--- src/rtl/prod_accumulator.sv ---
// prod_accumulator: sums a burst of 64-bit unsigned products and presents
// {sum, term count, carry-out flag} through a valid/ready output port.
// A burst closes on the in_last beat or when the term counter reaches its
// maximum (2^CNT_W-1). The result is held until the consumer takes it.
// Optional macro ACC_SAT_EN: clamp the accumulator to all ones on carry-out
// instead of wrapping modulo 2^64.
module prod_accumulator #(
  parameter int CNT_W = 8
) (
  input  logic             clk,
  input  logic             rst,
  input  logic             in_valid,
  output logic             in_ready,
  input  logic [63:0]      in_prod,
  input  logic             in_last,
  output logic             out_valid,
  input  logic             out_ready,
  output logic [63:0]      out_sum,
  output logic [CNT_W-1:0] out_count,
  output logic             out_ovf
);

  localparam logic [1:0] IDLE = 2'd0;
  localparam logic [1:0] ACC  = 2'd1;
  localparam logic [1:0] HOLD = 2'd2;

  localparam logic [CNT_W-1:0] CNT_ONE = CNT_W'(1);
  localparam logic [CNT_W-1:0] CNT_MAX = '1;

  logic [1:0]       state, state_nxt;
  logic [63:0]      acc, acc_nxt;
  logic [CNT_W-1:0] count, count_nxt;
  logic             ovf, ovf_nxt;

  logic             accept;
  logic [64:0]      sum65;
  logic [CNT_W-1:0] count_inc;

  assign accept    = in_valid && in_ready;
  assign sum65     = {1'b0, acc} + {1'b0, in_prod};
  assign count_inc = count + CNT_ONE;

  // Next-state / datapath: load on first beat, add on later beats, close on
  // in_last or when the counter would saturate.
  always_comb begin
    state_nxt = state;
    acc_nxt   = acc;
    count_nxt = count;
    ovf_nxt   = ovf;
    case (state)
      IDLE: begin
        if (accept) begin
          acc_nxt   = in_prod;
          count_nxt = CNT_ONE;
          ovf_nxt   = 1'b0;
          state_nxt = (in_last || (CNT_ONE == CNT_MAX)) ? HOLD : ACC;
        end
      end
      ACC: begin
        if (accept) begin
`ifdef ACC_SAT_EN
          // Once clamped, any further add carries again (or adds zero), so
          // the accumulator stays at all ones for the rest of the burst.
          acc_nxt = sum65[64] ? '1 : sum65[63:0];
`else
          acc_nxt = sum65[63:0];
`endif
          count_nxt = count_inc;
          ovf_nxt   = ovf | sum65[64];
          state_nxt = (in_last || (count_inc == CNT_MAX)) ? HOLD : ACC;
        end
      end
      HOLD: begin
        if (out_ready) state_nxt = IDLE;
      end
      default: state_nxt = IDLE;
    endcase
  end

  // State registers; reset wins over any concurrent handshake.
  always_ff @(posedge clk) begin
    if (rst) begin
      state <= IDLE;
      acc   <= '0;
      count <= '0;
      ovf   <= 1'b0;
    end else begin
      state <= state_nxt;
      acc   <= acc_nxt;
      count <= count_nxt;
      ovf   <= ovf_nxt;
    end
  end

  // Outputs come straight from registers, so they are stable while held.
  assign in_ready  = (state != HOLD);
  assign out_valid = (state == HOLD);
  assign out_sum   = acc;
  assign out_count = count;
  assign out_ovf   = ovf;

endmodule

--- config.mk ---
export PLATFORM = sky130hd
export DESIGN_NAME = prod_accumulator
export DESIGN_NICKNAME = d
export VERILOG_FILES = /design/src/rtl/prod_accumulator.sv
export SDC_FILE = /design/constraint.sdc
export NUM_CORES = 1
export LEC_CHECK = 0
export CAP_MARGIN = 30
export CORE_MARGIN = 1.5
export CORE_UTILIZATION = 35
export CTS_BUF_LIST = sky130_fd_sc_hd__clkbuf_16
export DETAILED_ROUTE_END_ITERATION = 6
export PLACE_DENSITY = 0.6
export SLEW_MARGIN = 20
export SYNTH_ARGS = -nofsm -noshare
export SYNTH_HDL_FRONTEND = slang
export SYNTH_SLANG_ARGS = --single-unit
--- constraint.sdc ---
create_clock -name clk -period 6.7 [get_ports clk]
set_input_delay 0.67 -clock clk [delete_from_list [all_inputs] [get_ports clk]]
set_output_delay 0.67 -clock clk [all_outputs]
set_load 0.005 [all_outputs]
==> results.tsv, run 1 <==
stage	metric	value	unit
sta	setup_tns	0	ps
synthesis	synth_area_per_cell	7.381	sq um
routing	wl	22.89	mm
routing	ant_nets	0	
critical_path	setup.worst_path.start_class	primary input	
final_layout	stdcell_count	1310	
cts	numCtsBuffers	9	
routing	wire_per_inst	17.47	um
critical_path	crit_path_cell_trace	clkdlybuf4s50_1 -> ha_1 -> fa_1 -> a21o_1 -> a221oi_2 -> o211ai_2 -> a221o_1 -> a21o_1 -> a31o_2 -> a31o_2 -> or3_1 -> nand3_1 -> a211oi_2	
cts	clock-sinks	75	
sta	slew_violations	0	
synthesis	synth_edf_count	0	
sta	rsz0062_at_grt	no	
synthesis	synth_ff_type	dfxtp_1	
floorplanning	start_util	35.76	%
status	status	completed	
cts	cts_tree	built	
cts	clk_pin_slew	70	ps
sta	skew	11.54	ps
critical_path	cp.required	6920	ps
floorplanning	placementRows	51	
synthesis	synth_cell_type_count	67	
cts	cts_resized	0	
routing	detail_route.iter0.violations	378	
floorplanning	core_area	0.01946	sq mm
synthesis	ys_ff_latch	75	
synthesis	synth_fp_nets	1079	
critical_path	arrival	4170	ps
min_path	min_delay_path_depth	2	
critical_path	worstSetupPathType	primary input to register	
floorplanning	dieArea	0.02074	sq mm
critical_path	path_buf_inv	1	
global_route	grt_overflow	0	
sta	max_freq	0.2532	GHz
floorplanning	ios	144	
synthesis	synth_area	0.006960	sq mm
placement	place_congestion	0.9100	
routing	dr.pass1.iters	5	
routing	drc	0	
final_layout	area_delta_synth_final	26.84	%
power	ir_worst_vdd	0.1361	mV
floorplanning	die_h	144.0	um
critical_path	r2r_cells	12	
final_layout	layout-drive-gt1-share	3.732	%
routing	vias	7506	
cts	ctsRootBufferMaster	clkbuf_16	
cts	post_cts_buffers	0	
floorplanning	die_w	144.0	um
cts	clock_path_buffers	2	
critical_path	reg2reg_slack	3190	ps
global_route	antenna_found_initial	1	
placement	place.port_buffers	143	
final_layout	stdcell_area	0.008828	sq mm
critical_path	cp_top_family	compound AO/OA/AOI/OAI gates	
sta	slew_headroom	45.02	%
final_layout	final_cell_mix	142 x clkdlybuf4s50_1, 107 x nand2_1, 106 x a21oi_1, 85 x nor2_1, 74 x dfxtp_1	
power	power_leakage	3.765	nW
final_layout	diodes	0	
critical_path	cp_slowest_cell	clkdlybuf4s50_1	
final_layout	nNetsFinal	1176	
global_route	grt_max_degree	58	
cts	cts_hold_buffers	0	
sta	period_needed	3950	ps
final_layout	fillers	2001	
job	drv_cap	0	
synthesis	ys_seq_area_share	21.57	%
synthesis	ys_warn_count	0	
sta	finalHoldViolCount	0	
synthesis	postSynth.asyncResetShare	0	%
final_layout	final_common_cell	clkdlybuf4s50_1	
placement	dp_hpwl	17.07	mm
critical_path	path_depth	13	
min_path	hold_path.class	register to register	
power	power.density	183.1	mW/mm^2
sta	worst_pin_slew	823.7	ps
routing	vias_per_cell	5.730	
sta	setup_viol	0	
sta	period_share	58.95	%
global_route	grt_usage	22.32	%
placement	placed_cells	1294	
synthesis	synthCells	943	
critical_path	setup.worst_path.end_class	register	
placement	placed_cell_area	0.008558	sq mm
global_route	grt_pass1_vias	7113	
cts	cts_max_level	3	
critical_path	critPathMaxFanout	4	
cts	clkLatencyLatePin	360	ps
global_route	grt_pass1_wl	36.70	mm
critical_path	cpPeakStageDelay	430	ps
-- per-stage QoR --
step	util, %	hold WS [ps]	setup WS (ps)	power, mW
6_report	45.36	463.6	2750	1.617
5_1_grt	45.36	475.6	2509	1.717
4_1_cts	45.36	467.0	2759	1.626
3_5_place_dp	43.97	457.5	2388	1.154
3_3_place_gp	43.83	447.8	2430	1.152
2_1_floorplan	-	450.8	3133	0.9256
-- state kept, by name (all words and copies together), names as in the netlist --
signal / count
out_sum: 64
out_count: 8
state: 2
out_ovf: 1
-- area by class of cell --
| cell class | instances | area, sq um | share of cell area (%) |
|---|---|---|---|
| well taps | 265 | 331.6 | 3.756 |
| clock inverters | 7 | 45.04 | 0.5102 |
| flip-flops and latches | 75 | 1503 | 17.02 |
| repair buffers | 152 | 1506 | 17.06 |
| multi-input cells | 780 | 5135 | 58.16 |
| clock buffers | 9 | 225.2 | 2.551 |
| inverters | 22 | 82.58 | 0.9354 |
-- layer usage --
layer | wire length [um] | track usage, % | vias to the layer above
met5 | 13 | 0 | -
met3 | 1763 | 5.894 | 35
met1 | 10430 | 29.64 | 3520
met2 | 10250 | 35.58 | 258
li1 | - | - | 3691
met4 | 428 | 6.015 | 2
-- path summary, 6_finish.rpt --
kind	to	from
hold / removal	out_sum[43]$_SDFFE_PP0P_	out_sum[43]$_SDFFE_PP0P_
setup / recovery	out_sum[52]$_SDFFE_PP0P_	in_prod[0]
setup reg to reg	out_sum[52]$_SDFFE_PP0P_	out_sum[0]$_SDFFE_PP0P_
hold reg to reg	out_sum[43]$_SDFFE_PP0P_	out_sum[43]$_SDFFE_PP0P_
-- cell families after synthesis --
kind of cell | Yosys count | synth area share, %
compound gates | 337 | 32.43
buf+inv | 88 | 4.800
simple gates | 312 | 20.89
fa+ha+maj | 67 | 12.15
flops | 75 | 21.57
mux | 6 | 0.8629
xor+xnor | 58 | 7.298
-- Yosys cell counts (all sizes together), types with 4 or more instances --
cell type | instances | area share [%]
a311oi | 4 | 0.50
xor2 | 22 | 2.8
nand2b | 8 | 0.72
a21oi | 107 | 7.9
nand4 | 26 | 2.3
a221oi | 25 | 3.2
mux2i | 6 | 0.86
ha | 66 | 12
nor2 | 85 | 4.6
or3 | 5 | 0.45
nand2 | 107 | 5.8
nor2b | 7 | 0.63
and3 | 29 | 2.6
o21ai | 61 | 4.4
a31oi | 9 | 0.90
xnor2 | 36 | 4.5
nor3 | 12 | 0.86
nand3 | 17 | 1.2
and4 | 4 | 0.50
a21boi | 5 | 0.54
a211o | 7 | 0.88
o211ai | 4 | 0.50
o21bai | 10 | 1.1
a21o | 38 | 4.1
o221ai | 30 | 3.9
dfxtp | 75 | 22
clkbuf | 61 | 3.3
a211oi | 9 | 1.0
buf | 5 | 0.32
inv | 22 | 1.2
-- report_power, final --
group / switching [mW] / total, mW / internal (mW)
Clock: 0.218 / 0.466 / 0.249
Combinational: 0.348 / 0.639 / 0.291
Sequential: 0.0314 / 0.511 / 0.479
-- tightest hold or removal path: stages, from the launching register on --
cell     delay [ps]
dfxtp_1         330
nand2_1          60
nand2_1          40
(Power assumes the default switching activity.)
==> inputs of run 2 (changes only) <==
Clock period 6.7 ns to 3.9 ns, I/O delays scaled along.
==> run 2 against run 1 <==
Effect of this change:
- largest cell class unchanged
- via count grew 0.32%
- setup slack got worse by 2300 ps
- design area rose by 1.6%
- sequential cell count unchanged
- wire length grew 3.1%
==> results.tsv, run 2 (synthesis gave the netlist of run 1 again) <==
stage	metric	value	unit
cts	cts_hold_buffers	0	
sta	setup_viol	0	
critical_path	worstSetupPathType	primary input to register	
final_layout	layout-drive-gt1-share	4.906	%
power	sequentialPowerShare	30.4	%
routing	ant_nets	0	
critical_path	critPathMaxFanout	3	
power	power_leakage	3.866	nW
routing	drc	0	
min_path	hold_path.class	register to register	
final_layout	nNetsFinal	1193	
final_layout	area_delta_synth_final	28.87	%
critical_path	arrival	3710	ps
floorplanning	core_area	0.01946	sq mm
final_layout	final_common_cell	clkdlybuf4s50_1	
routing	vias	7530	
final_layout	fillers	1987	
cts	clock_path_buffers	2	
placement	dp_hpwl	17.56	mm
cts	numCtsBuffers	9	
sta	finalHoldViolCount	0	
sta	worst_pin_slew	923.4	ps
power	pwr-share-comb	39.0	%
power	clockPowerShare	30.6	%
routing	dr.pass1.iters	5	
global_route	grt_max_degree	57	
routing	detail_route.iter0.violations	557	
global_route	grt_pass1_vias	7159	
floorplanning	dieArea	0.02074	sq mm
floorplanning	start_util	35.76	%
sta	setup_tns	0	ps
final_layout	largest_reg_flops	64	
routing	vias_per_cell	5.683	
final_layout	stdcell_area	0.008970	sq mm
floorplanning	die_h	144.0	um
min_path	min_from	out_sum[46]$_SDFFE_PP0P_	
status	status	completed	
cts	cts_tree	built	
cts	clock-sinks	75	
sta	max_freq	0.2862	GHz
sta	period_share	89.59	%
sta	rsz0062_at_grt	no	
floorplanning	ios	144	
global_route	grt_usage	22.82	%
critical_path	cp.required	4110	ps
power	power_switching_share	34.66	%
cts	clkLatencyLatePin	350	ps
critical_path	setup.worst_path.start_class	primary input	
cts	post_cts_buffers	0	
power	internal_power	1.888	mW
sta	skew	11.58	ps
power	power.density	322.1	mW/mm^2
cts	cts_max_level	3	
job	drv_cap	0	
sta	slew_headroom	38.21	%
placement	place_congestion	0.8820	
global_route	grt_overflow	0	
power	power	2.889	mW
placement	placed_cell_area	0.008673	sq mm
cts	cts_resized	0	
cts	ctsRootBufferMaster	clkbuf_16	
global_route	antenna_found_initial	0	
critical_path	cp-startpoint	in_prod[0]	
cts	clk_pin_slew	60	ps
global_route	grt_pass1_wl	37.43	mm
routing	wl	23.61	mm
critical_path	setup.worst_path.end_class	register	
floorplanning	die_w	144.0	um
final_layout	final_cell_mix	142 x clkdlybuf4s50_1, 107 x nand2_1, 106 x a21oi_1, 85 x nor2_1, 74 x dfxtp_1	
critical_path	timing.rr.start	out_sum[0]$_SDFFE_PP0P_	
sta	slew_violations	0	
routing	wire_per_inst	17.82	um
power	power.switching	1.001	mW
final_layout	diodes	0	
floorplanning	placementRows	51	
sta	period_needed	3494	ps
placement	place.port_buffers	143	
power	ir_worst_vdd	0.2386	mV
run 2: changes by cell type in the layout (fill, tap and decap cells not counted):
cell	delta
clkinv_2	-2
buf_12	-1
buf_4	+18
clkinvlp_4	-3
inv_1	+1
clkinv_1	+1
bufinv_16	+2
clkinv_4	-1
run 2: cell type report:
type | instances | area (sq um) | share of cell area, %
clock buffers | 9 | 225.2 | 2.511
clock inverters | 5 | 71.32 | 0.7951
inverters | 22 | 82.58 | 0.9206
multi-input cells | 780 | 5135 | 57.25
flip-flops and latches | 75 | 1503 | 16.75
well taps | 265 | 331.6 | 3.696
repair buffers | 169 | 1622 | 18.08
run 2: worst paths after layout:
kind                            slack (ps)                  endpoint  cells past startpoint
worst max-delay path                   410  out_sum[52]$_SDFFE_PP0P_                     13
worst min-delay path                   460  out_sum[46]$_SDFFE_PP0P_                      2
worst max register to register         570  out_sum[52]$_SDFFE_PP0P_                     12
worst min register to register         460  out_sum[46]$_SDFFE_PP0P_                      2
run 2: layer usage:
metal	GRT usage [%]	share of wire [%]
met1	31.08	47
met5	0	0
met2	37.17	46
met3	4.768	6.5
met4	4.511	0.94
run 2: power groups by stage:
stage,clock network (mW),logic [mW],registers (mW)
2_1_floorplan,0,0.705,0.885
6_report,0.884,1.13,0.878
3_5_place_dp,0,1.11,0.894
5_1_grt,0.940,1.24,0.886
4_1_cts,0.909,1.12,0.878
3_3_place_gp,0,1.11,0.894
run 2: stage by stage:
| stage | instances | hold slack, ps | util [%] | worst slack (ps) |
|---|---|---|---|---|
| 4_1_cts | 1325 | 461.1 | 46.09 | 406.2 |
| 3_3_place_gp | 1311 | 447.3 | 44.56 | 78.39 |
| 3_5_place_dp | 1311 | 453.3 | 44.56 | 37.85 |
| 2_1_floorplan | 943 | 450.8 | - | 613.3 |
| 5_1_grt | 1325 | 473.9 | 46.09 | 197.9 |
| 6_report | 1325 | 458.3 | 46.09 | 406.2 |
run 2: critical path, cell delays in order:
cell,delay [ps]
clkdlybuf4s50_1,420
ha_1,270
fa_1,420
a21o_1,220
a221oi_2,270
o211ai_2,160
a221o_1,340
a21o_1,220
a31o_2,250
a31o_2,240
or3_1,340
nand3_1,100
a211oi_2,70
